### src/rtl/spi_ram_arbiter.sv
// spi_ram_arbiter: decodes 10-bit SPI command words into RAM accesses and
// shares a single-port synchronous RAM between the SPI path and a host port.
// Optional build macro: SPI_RD_AUTOINC_EN -- each granted SPI read advances
// rd_addr by one (wrapping); otherwise rd_addr moves only on an address command.
module spi_ram_arbiter #(
  parameter int ADDR_WIDTH = 8,
  parameter int DATA_WIDTH = 8,
  parameter int FAIR       = 1
) (
  input  logic                  clk,
  input  logic                  rst_n,
  input  logic                  rx_valid,
  input  logic [9:0]            rx_data,
  output logic                  tx_valid,
  output logic [DATA_WIDTH-1:0] tx_data,
  input  logic                  host_req,
  input  logic                  host_we,
  input  logic [ADDR_WIDTH-1:0] host_addr,
  input  logic [DATA_WIDTH-1:0] host_wdata,
  output logic                  host_gnt,
  output logic                  host_rvalid,
  output logic [DATA_WIDTH-1:0] host_rdata,
  output logic                  ram_en,
  output logic                  ram_we,
  output logic [ADDR_WIDTH-1:0] ram_addr,
  output logic [DATA_WIDTH-1:0] ram_wdata,
  input  logic [DATA_WIDTH-1:0] ram_rdata,
  output logic                  spi_ovf,
  output logic                  busy
);

`ifdef SPI_RD_AUTOINC_EN
  localparam bit RD_AUTOINC = 1'b1;
`else
  localparam bit RD_AUTOINC = 1'b0;
`endif

  typedef enum logic [1:0] {ARB, ACCESS, CAPTURE} state_t;
  localparam logic OWN_SPI  = 1'b0;
  localparam logic OWN_HOST = 1'b1;

  state_t                state_q, state_d;
  logic [ADDR_WIDTH-1:0] wr_addr_q, rd_addr_q;
  logic                  pend_valid_q, pend_we_q;
  logic [ADDR_WIDTH-1:0] pend_addr_q;
  logic [DATA_WIDTH-1:0] pend_data_q;
  logic                  owner_q, op_we_q, last_q;
  logic [ADDR_WIDTH-1:0] addr_q;
  logic [DATA_WIDTH-1:0] data_q;
  logic [DATA_WIDTH-1:0] tx_data_q;
  logic                  tx_valid_q, ovf_q;
  logic                  arb_take, arb_spi;

  // Command bit 8 set means a RAM request (01 write, 11 read); bit 9 picks read.
  logic                  post, set_wr_addr, set_rd_addr, spi_grant_now, spi_wins;
  logic [ADDR_WIDTH-1:0] payload_addr;

  assign post          = rx_valid && rx_data[8];
  assign set_wr_addr   = rx_valid && (rx_data[9:8] == 2'b00);
  assign set_rd_addr   = rx_valid && (rx_data[9:8] == 2'b10);
  assign payload_addr  = rx_data[ADDR_WIDTH-1:0];
  assign spi_grant_now = (state_q == ACCESS) && (owner_q == OWN_SPI);
  // With both requesting, fair mode alternates; otherwise SPI has priority.
  assign spi_wins      = pend_valid_q && (!host_req || (FAIR == 0) || (last_q == OWN_HOST));

  assign tx_valid = tx_valid_q;
  assign tx_data  = tx_data_q;
  assign spi_ovf  = ovf_q;
  assign busy     = (state_q != ARB) || pend_valid_q;

  // Next-state decode and per-state RAM/host strobes.
  always_comb begin
    state_d     = state_q;
    arb_take    = 1'b0;
    arb_spi     = 1'b0;
    ram_en      = 1'b0;
    ram_we      = 1'b0;
    ram_addr    = '0;
    ram_wdata   = '0;
    host_gnt    = 1'b0;
    host_rvalid = 1'b0;
    host_rdata  = '0;
    case (state_q)
      ARB: begin
        if (pend_valid_q || host_req) begin
          arb_take = 1'b1;
          arb_spi  = spi_wins;
          state_d  = ACCESS;
        end
      end
      ACCESS: begin
        ram_en    = 1'b1;
        ram_we    = op_we_q;
        ram_addr  = addr_q;
        ram_wdata = data_q;
        host_gnt  = (owner_q == OWN_HOST);
        state_d   = op_we_q ? ARB : CAPTURE;
      end
      CAPTURE: begin
        if (owner_q == OWN_HOST) begin
          host_rvalid = 1'b1;
          host_rdata  = ram_rdata;
        end
        state_d = ARB;
      end
      default: state_d = ARB;
    endcase
  end

  // State register plus the transaction latched when arbitration picks an owner.
  always_ff @(posedge clk or negedge rst_n) begin
    if (!rst_n) begin
      state_q <= ARB;
      owner_q <= OWN_SPI;
      op_we_q <= 1'b0;
      addr_q  <= '0;
      data_q  <= '0;
      last_q  <= OWN_HOST;
    end else begin
      state_q <= state_d;
      if (arb_take) begin
        owner_q <= arb_spi ? OWN_SPI : OWN_HOST;
        op_we_q <= arb_spi ? pend_we_q : host_we;
        addr_q  <= arb_spi ? pend_addr_q : host_addr;
        data_q  <= arb_spi ? pend_data_q : host_wdata;
        last_q  <= arb_spi ? OWN_SPI : OWN_HOST;
      end
    end
  end

  // SPI address registers and the single-entry pending request with overflow flag.
  always_ff @(posedge clk or negedge rst_n) begin
    if (!rst_n) begin
      wr_addr_q    <= '0;
      rd_addr_q    <= '0;
      pend_valid_q <= 1'b0;
      pend_we_q    <= 1'b0;
      pend_addr_q  <= '0;
      pend_data_q  <= '0;
      ovf_q        <= 1'b0;
    end else begin
      if (set_wr_addr) wr_addr_q <= payload_addr;
      if (set_rd_addr) rd_addr_q <= payload_addr;
      else if (RD_AUTOINC && spi_grant_now && !op_we_q) rd_addr_q <= rd_addr_q + ADDR_WIDTH'(1);
      // The slot frees at the end of the SPI ACCESS cycle, so a post in that cycle is kept.
      if (post && (!pend_valid_q || spi_grant_now)) begin
        pend_valid_q <= 1'b1;
        pend_we_q    <= !rx_data[9];
        pend_addr_q  <= rx_data[9] ? rd_addr_q : wr_addr_q;
        pend_data_q  <= rx_data[DATA_WIDTH-1:0];
      end else if (spi_grant_now) begin
        pend_valid_q <= 1'b0;
      end
      if (post && pend_valid_q && !spi_grant_now) ovf_q <= 1'b1;
    end
  end

  // SPI read return: set at the end of CAPTURE, cleared by the next command pulse; set wins.
  always_ff @(posedge clk or negedge rst_n) begin
    if (!rst_n) begin
      tx_valid_q <= 1'b0;
      tx_data_q  <= '0;
    end else if ((state_q == CAPTURE) && (owner_q == OWN_SPI)) begin
      tx_valid_q <= 1'b1;
      tx_data_q  <= ram_rdata;
    end else if (rx_valid) begin
      tx_valid_q <= 1'b0;
    end
  end

endmodule

### config.mk
export PLATFORM = sky130hd
export DESIGN_NAME = spi_ram_arbiter
export DESIGN_NICKNAME = d
export VERILOG_FILES = /design/src/rtl/spi_ram_arbiter.sv
export SDC_FILE = /design/constraint.sdc
export NUM_CORES = 1
export LEC_CHECK = 0
export ABC_AREA = 1
export CELL_PAD_IN_SITES_DETAIL_PLACEMENT = 1
export CELL_PAD_IN_SITES_GLOBAL_PLACEMENT = 2
export CORE_UTILIZATION = 31
export CTS_BUF_LIST = sky130_fd_sc_hd__clkbuf_8
export DETAILED_ROUTE_END_ITERATION = 8
export HOLD_SLACK_MARGIN = 0.06
export PLACE_DENSITY_LB_ADDON = 0.1
export SYNTH_ARGS = -nofsm -noshare
export SYNTH_HDL_FRONTEND = slang
export SYNTH_SLANG_ARGS = --single-unit
export TNS_END_PERCENT = 10
### constraint.sdc
create_clock -name clk -period 2.88 [get_ports clk]
set_input_delay 0.432 -clock clk [delete_from_list [all_inputs] [get_ports clk]]
set_output_delay 0.432 -clock clk [all_outputs]
set_load 0.01 [all_outputs]
==> results of run 1 <==
==> cells by family (layout without fill, tap and decap cells) <==
| family | after synthesis | count (layout) |
|---|---|---|
| AO/OA/AOI/OAI | 29 | 29 |
| buffers and inverters | 79 | 160 |
| flip-flops | 65 | 65 |
| AND/OR/NAND/NOR | 232 | 232 |
==> synth_stat cells, drive strengths merged <==
cell type / n / area (µm²)
dfrtp: 64 / 1600
or2: 1 / 6.26
buf: 13 / 113
inv: 62 / 233
o21bai: 1 / 7.51
clkbuf: 4 / 16.3
o21ai: 28 / 144
nand4: 1 / 6.26
nand2: 152 / 576
nand3b: 13 / 97.6
nand3: 34 / 188
dfstp: 1 / 26.3
nor2: 31 / 119
==> layout make-up <==
cell class	instances	area, µm²	area share
timing repair buffer	83	823	0.195
sequential	65	1630	0.385
clock inverter	3	63.8	0.0151
tap	133	166	0.0394
multi-input combinational	261	1140	0.271
inverter	62	233	0.0551
clock buffer	12	165	0.0391
==> power by group <==
part           total, µW  switching [µW]  internal (µW)
clock network        892             340            551
registers           1440             174           1270
logic               1630             927            698
==> worst max-delay path, delay by kind of cell (launching register included) <==
kind	cells	cell delay, ns
buffers and inverters	2	0.66
flip-flops	1	0.38
AND/OR/NAND/NOR	2	0.67
==> path summary, 6_finish.rpt <==
kind	startpoint	endpoint	slack, ns
setup / recovery	state_q[1]$_DFFE_PN0P_	ram_addr[0]	0.41
hold / removal	rst_n	addr_q[5]$_DFFE_PN0P_	0.15
setup reg to reg	state_q[1]$_DFFE_PN0P_	pend_data_q[7]$_DFFE_PN0P_	0.87
hold reg to reg	pend_addr_q[1]$_DFFE_PN0P_	pend_addr_q[1]$_DFFE_PN0P_	0.47
max in group asynchronous	rst_n	pend_data_q[2]$_DFFE_PN0P_	2.06
min in group clk	pend_addr_q[1]$_DFFE_PN0P_	pend_addr_q[1]$_DFFE_PN0P_	0.47
==> stage by stage <==
stage | setup WS (ns) | power, µW | hold WS [ns] | utilization
3_5_place_dp | 0.671 | 3120 | 0.456 | 0.409
3_3_place_gp | 0.811 | 3080 | 0.453 | 0.409
5_1_grt | 0.191 | 4320 | 0.172 | 0.432
4_1_cts | 0.310 | 4040 | 0.162 | 0.432
6_report | 0.413 | 3960 | 0.146 | 0.432
2_1_floorplan | 1.44 | 2490 | 0.136 | -
==> metal layers <==
layer  up-vias  wire [µm]  global-route usage
li1       1383          -                   -
met1      1281       3990               0.229
met2        48       3600               0.273
met3         6        326              0.0386
met4         0         74              0.0462
met5         -          0                   0
==> flip-flops by register name (all words and copies together), names as in the netlist <==
register,flops
state_q,2
spi_ovf,1
addr_q,8
owner_q,1
pend_addr_q,8
pend_data_q,8
tx_data,8
pend_we_q,1
pend_valid_q,1
last_q,1
rd_addr_q,8
op_we_q,1
wr_addr_q,8
tx_valid,1
data_q,8
==> layout by cell type (no fill, tap or decap), drive strengths merged <==
| cell | synthesis | routed |
|---|---|---|
| inv | 62 | 63 |
| buf | 13 | 7 |
| or2 | 1 | 1 |
| o21ai | 28 | 28 |
| nand4 | 1 | 1 |
| nor2 | 31 | 31 |
| nand3b | 13 | 13 |
| nand3 | 34 | 34 |
| o21bai | 1 | 1 |
| clkbuf | 4 | 12 |
| dfrtp | 64 | 64 |
| nand2 | 152 | 152 |
| dfstp | 1 | 1 |
| bufinv | 0 | 2 |
| clkdlybuf4s50 | 0 | 76 |
==> metrics.csv, run 1 <==
stage,metric,value,unit
yosys,synthMuxAreaShare,0,
clock_tree,root_buffer,clkbuf_8,
sta,rsz0062_at_grt,no,
critical_path,path_max_fanout,21,
critical_path,rr_worst_depth,7,
place,dpl.hpwl,5.83,mm
sta,drv_slew,0,
yosys,ys_ff_latch,65,
floorplan,initial_utilization,0.321,
floorplan,io_pins,78,
critical_path,crit_required,2.45,ns
clock_tree,post_cts_buffers,0,
finish,drive_gt1_frac,0.0658,
drt,wl_per_cell,12.9,µm
drt,drc,0,
yosys,ys_seq_area_frac,0.520,
grt,antenna_found_initial,0,
critical_path,startpoint_type,flop,
sta,hold_viol,0,
drt,viasPerCell,4.39,
power_and_ir_drop,power_density,937,nW/µm²
drt,dr.pass1.iters,4,
yosys,synthCells,405,
drt,vias,2718,
clock_tree,cts_hold_buf,0,
finish,area_delta_synth_final,34.8,%
grt,grt_max_degree,40,
clock_tree,cts_resized,0,
floorplan,core,9770,µm²
sta,clock_skew,0.00991,ns
grt,grt_pass1_vias,2729,
yosys,synth_top_family_by_area,simple AND/OR/NAND/NOR gates,
sta,max_slew_margin,0.512,
finish,nFillCells,1232,
power_and_ir_drop,peakVddDrop,0.280,mV
power_and_ir_drop,p_leak,0.00220,µW
drt,ant_nets,0,
yosys,ys.warnings.count,0,
place,gp_routability_congestion,0.734,
clock_tree,numCtsBuffers,9,
finish,nNetsFinal,521,
drt,drt-total-wl,8.00,mm
clock_tree,path_clk_slew,0.07,ns
job,drv_cap,0,
run_status,status,completed,
place,place_inst,604,
sta,tns,0,ns
finish,stdcell_count,619,
grt,grt_util_all_layers,0.169,
grt,grt_pass1_wl,13.6,mm
finish,stdcell_area,4220,µm²
yosys,synth-compound-area-share,0.0483,
yosys,synth_xor_area_frac,0,
critical_path,cp_slowest_cell,clkdlybuf4s50_1,
hold_path,min_path_type,in -> async,
floorplan,die_w,103,µm
critical_path,crit_path_end_kind,output port,
sta,post-route-min-period,2.47,ns
floorplan,dieArea,10500,µm²
yosys,syn_avg_cell_area,7.74,µm²
yosys,yosysUniqueCellTypes,22,
critical_path,worstPathCellList,inv_1 > nand2_1 > nor2_1 > clkdlybuf4s50_1,
clock_tree,clock_sinks,65,
place,port_buffers,77,
yosys,synth-simple-area-share,0.317,
finish,diodes,0,
clock_tree,clockBufferDepth,2,
clock_tree,clock_latency,0.33,ns
sta,worstMarginPinSlew,0.730,ns
sta,period_share,0.857,
yosys,synthAdderAreaFrac,0,
clock_tree,htreeDepth,3,
critical_path,critPathKind,reg -> out,
floorplan,die_y,103,µm
critical_path,cpPeakStageDelay,0.57,ns
yosys,netlist_area,3130,µm²
drt,first_iter_violations,99,
critical_path,worstPathArrival,2.03,ns
grt,overflow,0,
floorplan,fp-row-count,36,
place,place_area,3990,µm²
sta,timing.fmax,0.405,GHz
yosys,syn_nets,444,
clock_tree,cts_tree,yes,
sta,finalSetupViolCount,0,
No activity file was read; power rests on OpenSTA's default activity.
==> inputs of run 2 (changes only) <==
Settings changed: ABC_AREA 1 to not set, CORE_UTILIZATION 31 to 35.
==> run 2 against run 1 <==
Combinational power about the same. Core utilization increased by 6.2 points. Critical endpoint is now host_rdata[0]. Synthesized area decreased by 3.4%. Total power increased by 1.2%. Critical path depth decreased by 1. Final cell count decreased by 32%. Sequential cell count unchanged. First-iteration DRC count decreased by 31%.
==> metrics.csv, run 2 <==
stage,metric,value,unit
sta,clock_skew,0.00734,ns
drt,first_iter_violations,68,
grt,overflow,0,
floorplan,io_pins,78,
grt,grt_pass1_wl,11.3,mm
sta,rsz0062_at_grt,no,
sta,finalSetupViolCount,0,
clock_tree,cts_resized,0,
clock_tree,cts_tree,yes,
critical_path,crit_required,2.45,ns
yosys,syn_avg_cell_area,12.9,µm²
place,dpl.hpwl,5.00,mm
hold_path,min_path_type,in -> async,
finish,drive_gt1_frac,0.236,
yosys,synthCells,234,
place,port_buffers,77,
grt,grt_max_degree,66,
yosys,netlist_area,3030,µm²
finish,mostFrequentLayoutCells,"clkdlybuf4s50_1 (76), dfrtp_1 (64), mux2_2 (39)",
floorplan,dieArea,9030,µm²
critical_path,startpoint_type,flop,
grt,grt_pass1_vias,2163,
place,gp_routability_congestion,0.724,
clock_tree,root_buffer,clkbuf_8,
yosys,synth_top_area_share,0.529,
grt,antenna_found_initial,0,
yosys,synth_most_common_cell,dfrtp_1,
yosys,ys.warnings.count,0,
sta,tns,0,ns
clock_tree,path_clk_slew,0.07,ns
sta,worstMarginPinSlew,0.825,ns
critical_path,path_max_fanout,9,
yosys,yosysUniqueCellTypes,31,
finish,diodes,0,
drt,drt-total-wl,6.94,mm
place,place_inst,404,
yosys,syn_nets,273,
yosys,synth-simple-area-share,0.0946,
clock_tree,clock_latency,0.33,ns
yosys,async_reset_ff_frac,1.00,
sta,max_slew_margin,0.450,
sta,hold_viol,0,
yosys,ys_seq_area_frac,0.538,
clock_tree,numCtsBuffers,9,
floorplan,die_w,95.0,µm
critical_path,worstReg2RegStart,state_q[1]$_DFFE_PN0P_,
yosys,synth_common_cells,"dfrtp_1 (64), mux2_2 (39), and2_1 (26)",
critical_path,crit_path_end_kind,output port,
sta,final.setup.worst_slack,0.592,ns
yosys,synth_ff_type,dfrtp_1,
place,dp_slack,0.574,ns
drt,wl_per_cell,16.6,µm
job,drv_cap,0,
power_and_ir_drop,p_leak,0.00167,µW
clock_tree,clock_sinks,65,
finish,final_common_cell,clkdlybuf4s50_1,
drt,viasPerCell,5.08,
critical_path,critPathKind,reg -> out,
yosys,ys_ff_latch,65,
sta,drv_slew,0,
finish,final_util,0.494,
sta,timing.fmax,0.437,GHz
yosys,synth_edf_count,0,
yosys,synth_xor_area_frac,0,
run_status,status,completed,
yosys,synthAdderAreaFrac,0,
drt,ant_nets,0,
yosys,synthMuxAreaShare,0.193,
floorplan,initial_utilization,0.365,
finish,nNetsFinal,349,
yosys,synthTopCellsByArea,"dfrtp_1 (53%), mux2_2 (15%), and2_1 (5.4%)",
critical_path,r2r_slack,0.93,ns
yosys,synth_top_family_by_area,multiplexers,
critical_path,startpoint,state_q[0]$_DFFE_PN0P_,
critical_path,critPathCapture,host_rdata[0],
sta,period_share,0.795,
clock_tree,htreeDepth,3,
finish,stdcell_count,419,
power_and_ir_drop,power_density,978,nW/µm²
yosys,synth_top_area_cell,dfrtp_1,
floorplan,die_y,95.0,µm
critical_path,worstReg2RegEnd,pend_data_q[6]$_DFFE_PN0P_,
clock_tree,clockBufferDepth,2,
power_and_ir_drop,peakVddDrop,0.396,mV
clock_tree,cts_hold_buf,0,
drt,dr.pass1.iters,4,
critical_path,rr_worst_depth,3,
floorplan,fp-row-count,33,
critical_path,worstPathArrival,1.86,ns
drt,drc,0,
drt,vias,2128,
sta,timing.hold.ws,0.270,ns
yosys,synth-compound-area-share,0.144,
grt,grt_util_all_layers,0.167,
sta,post-route-min-period,2.29,ns
floorplan,core,8300,µm²
finish,area_delta_synth_final,35.3,%
clock_tree,post_cts_buffers,0,
==> run 2: per-stage QoR <==
step / total power, µW / cell area [µm²]
2_1_floorplan: 2510 / 3030
3_3_place_gp: 3180 / 3890
3_5_place_dp: 3220 / 3890
4_1_cts: 4070 / 4100
5_1_grt: 4300 / 4100
6_report: 4010 / 4100
==> run 2: area by class of cell <==
cell class                 instances  area (µm²)
timing repair buffer              82         803
tap                              105         131
clock inverter                     5        72.6
inverter                           4        15.0
sequential                        65        1630
multi-input combinational        148        1310
clock buffer                      10         138
fill                             892        4200
==> run 2: how the worst min path moves through the flow <==
stage	endpoint	cells past startpoint
floorplan	addr_q[0]$_DFFE_PN0P_	0
global route	rd_addr_q[5]$_DFFE_PN0P_	2
CTS	rd_addr_q[5]$_DFFE_PN0P_	2
global placement	state_q[1]$_DFFE_PN0P_	1
finish	rd_addr_q[5]$_DFFE_PN0P_	2
detailed placement	state_q[1]$_DFFE_PN0P_	1
==> run 2: critical path, cell delays in order, from the launching register on <==
cell             delay, ns
dfrtp_1               0.43
and3b_1               0.39
and2_1                0.17
clkdlybuf4s50_1       0.54
==> run 2: power by group <==
part,switching (µW),internal [µW],leakage (µW)
Combinational,756,906,0.000776
Clock,328,499,0.000115
Sequential,218,1300,0.000779
==> run 2: layer usage <==
metal  vias up  share of wire  GRT usage
met3        10          0.033     0.0263
met1      1039           0.51      0.245
met4         0          0.019     0.0795
li1       1037              -          -
met2        42           0.44      0.240
met5         -              0          0
==> run 2: logic make-up (layout without fill, tap and decap cells) <==
kind of cell | after synthesis | count (layout)
buffers and inverters | 21 | 101
AND/OR/NAND/NOR | 45 | 45
flip-flops | 65 | 65
AO/OA/AOI/OAI | 54 | 54
multiplexers | 49 | 49
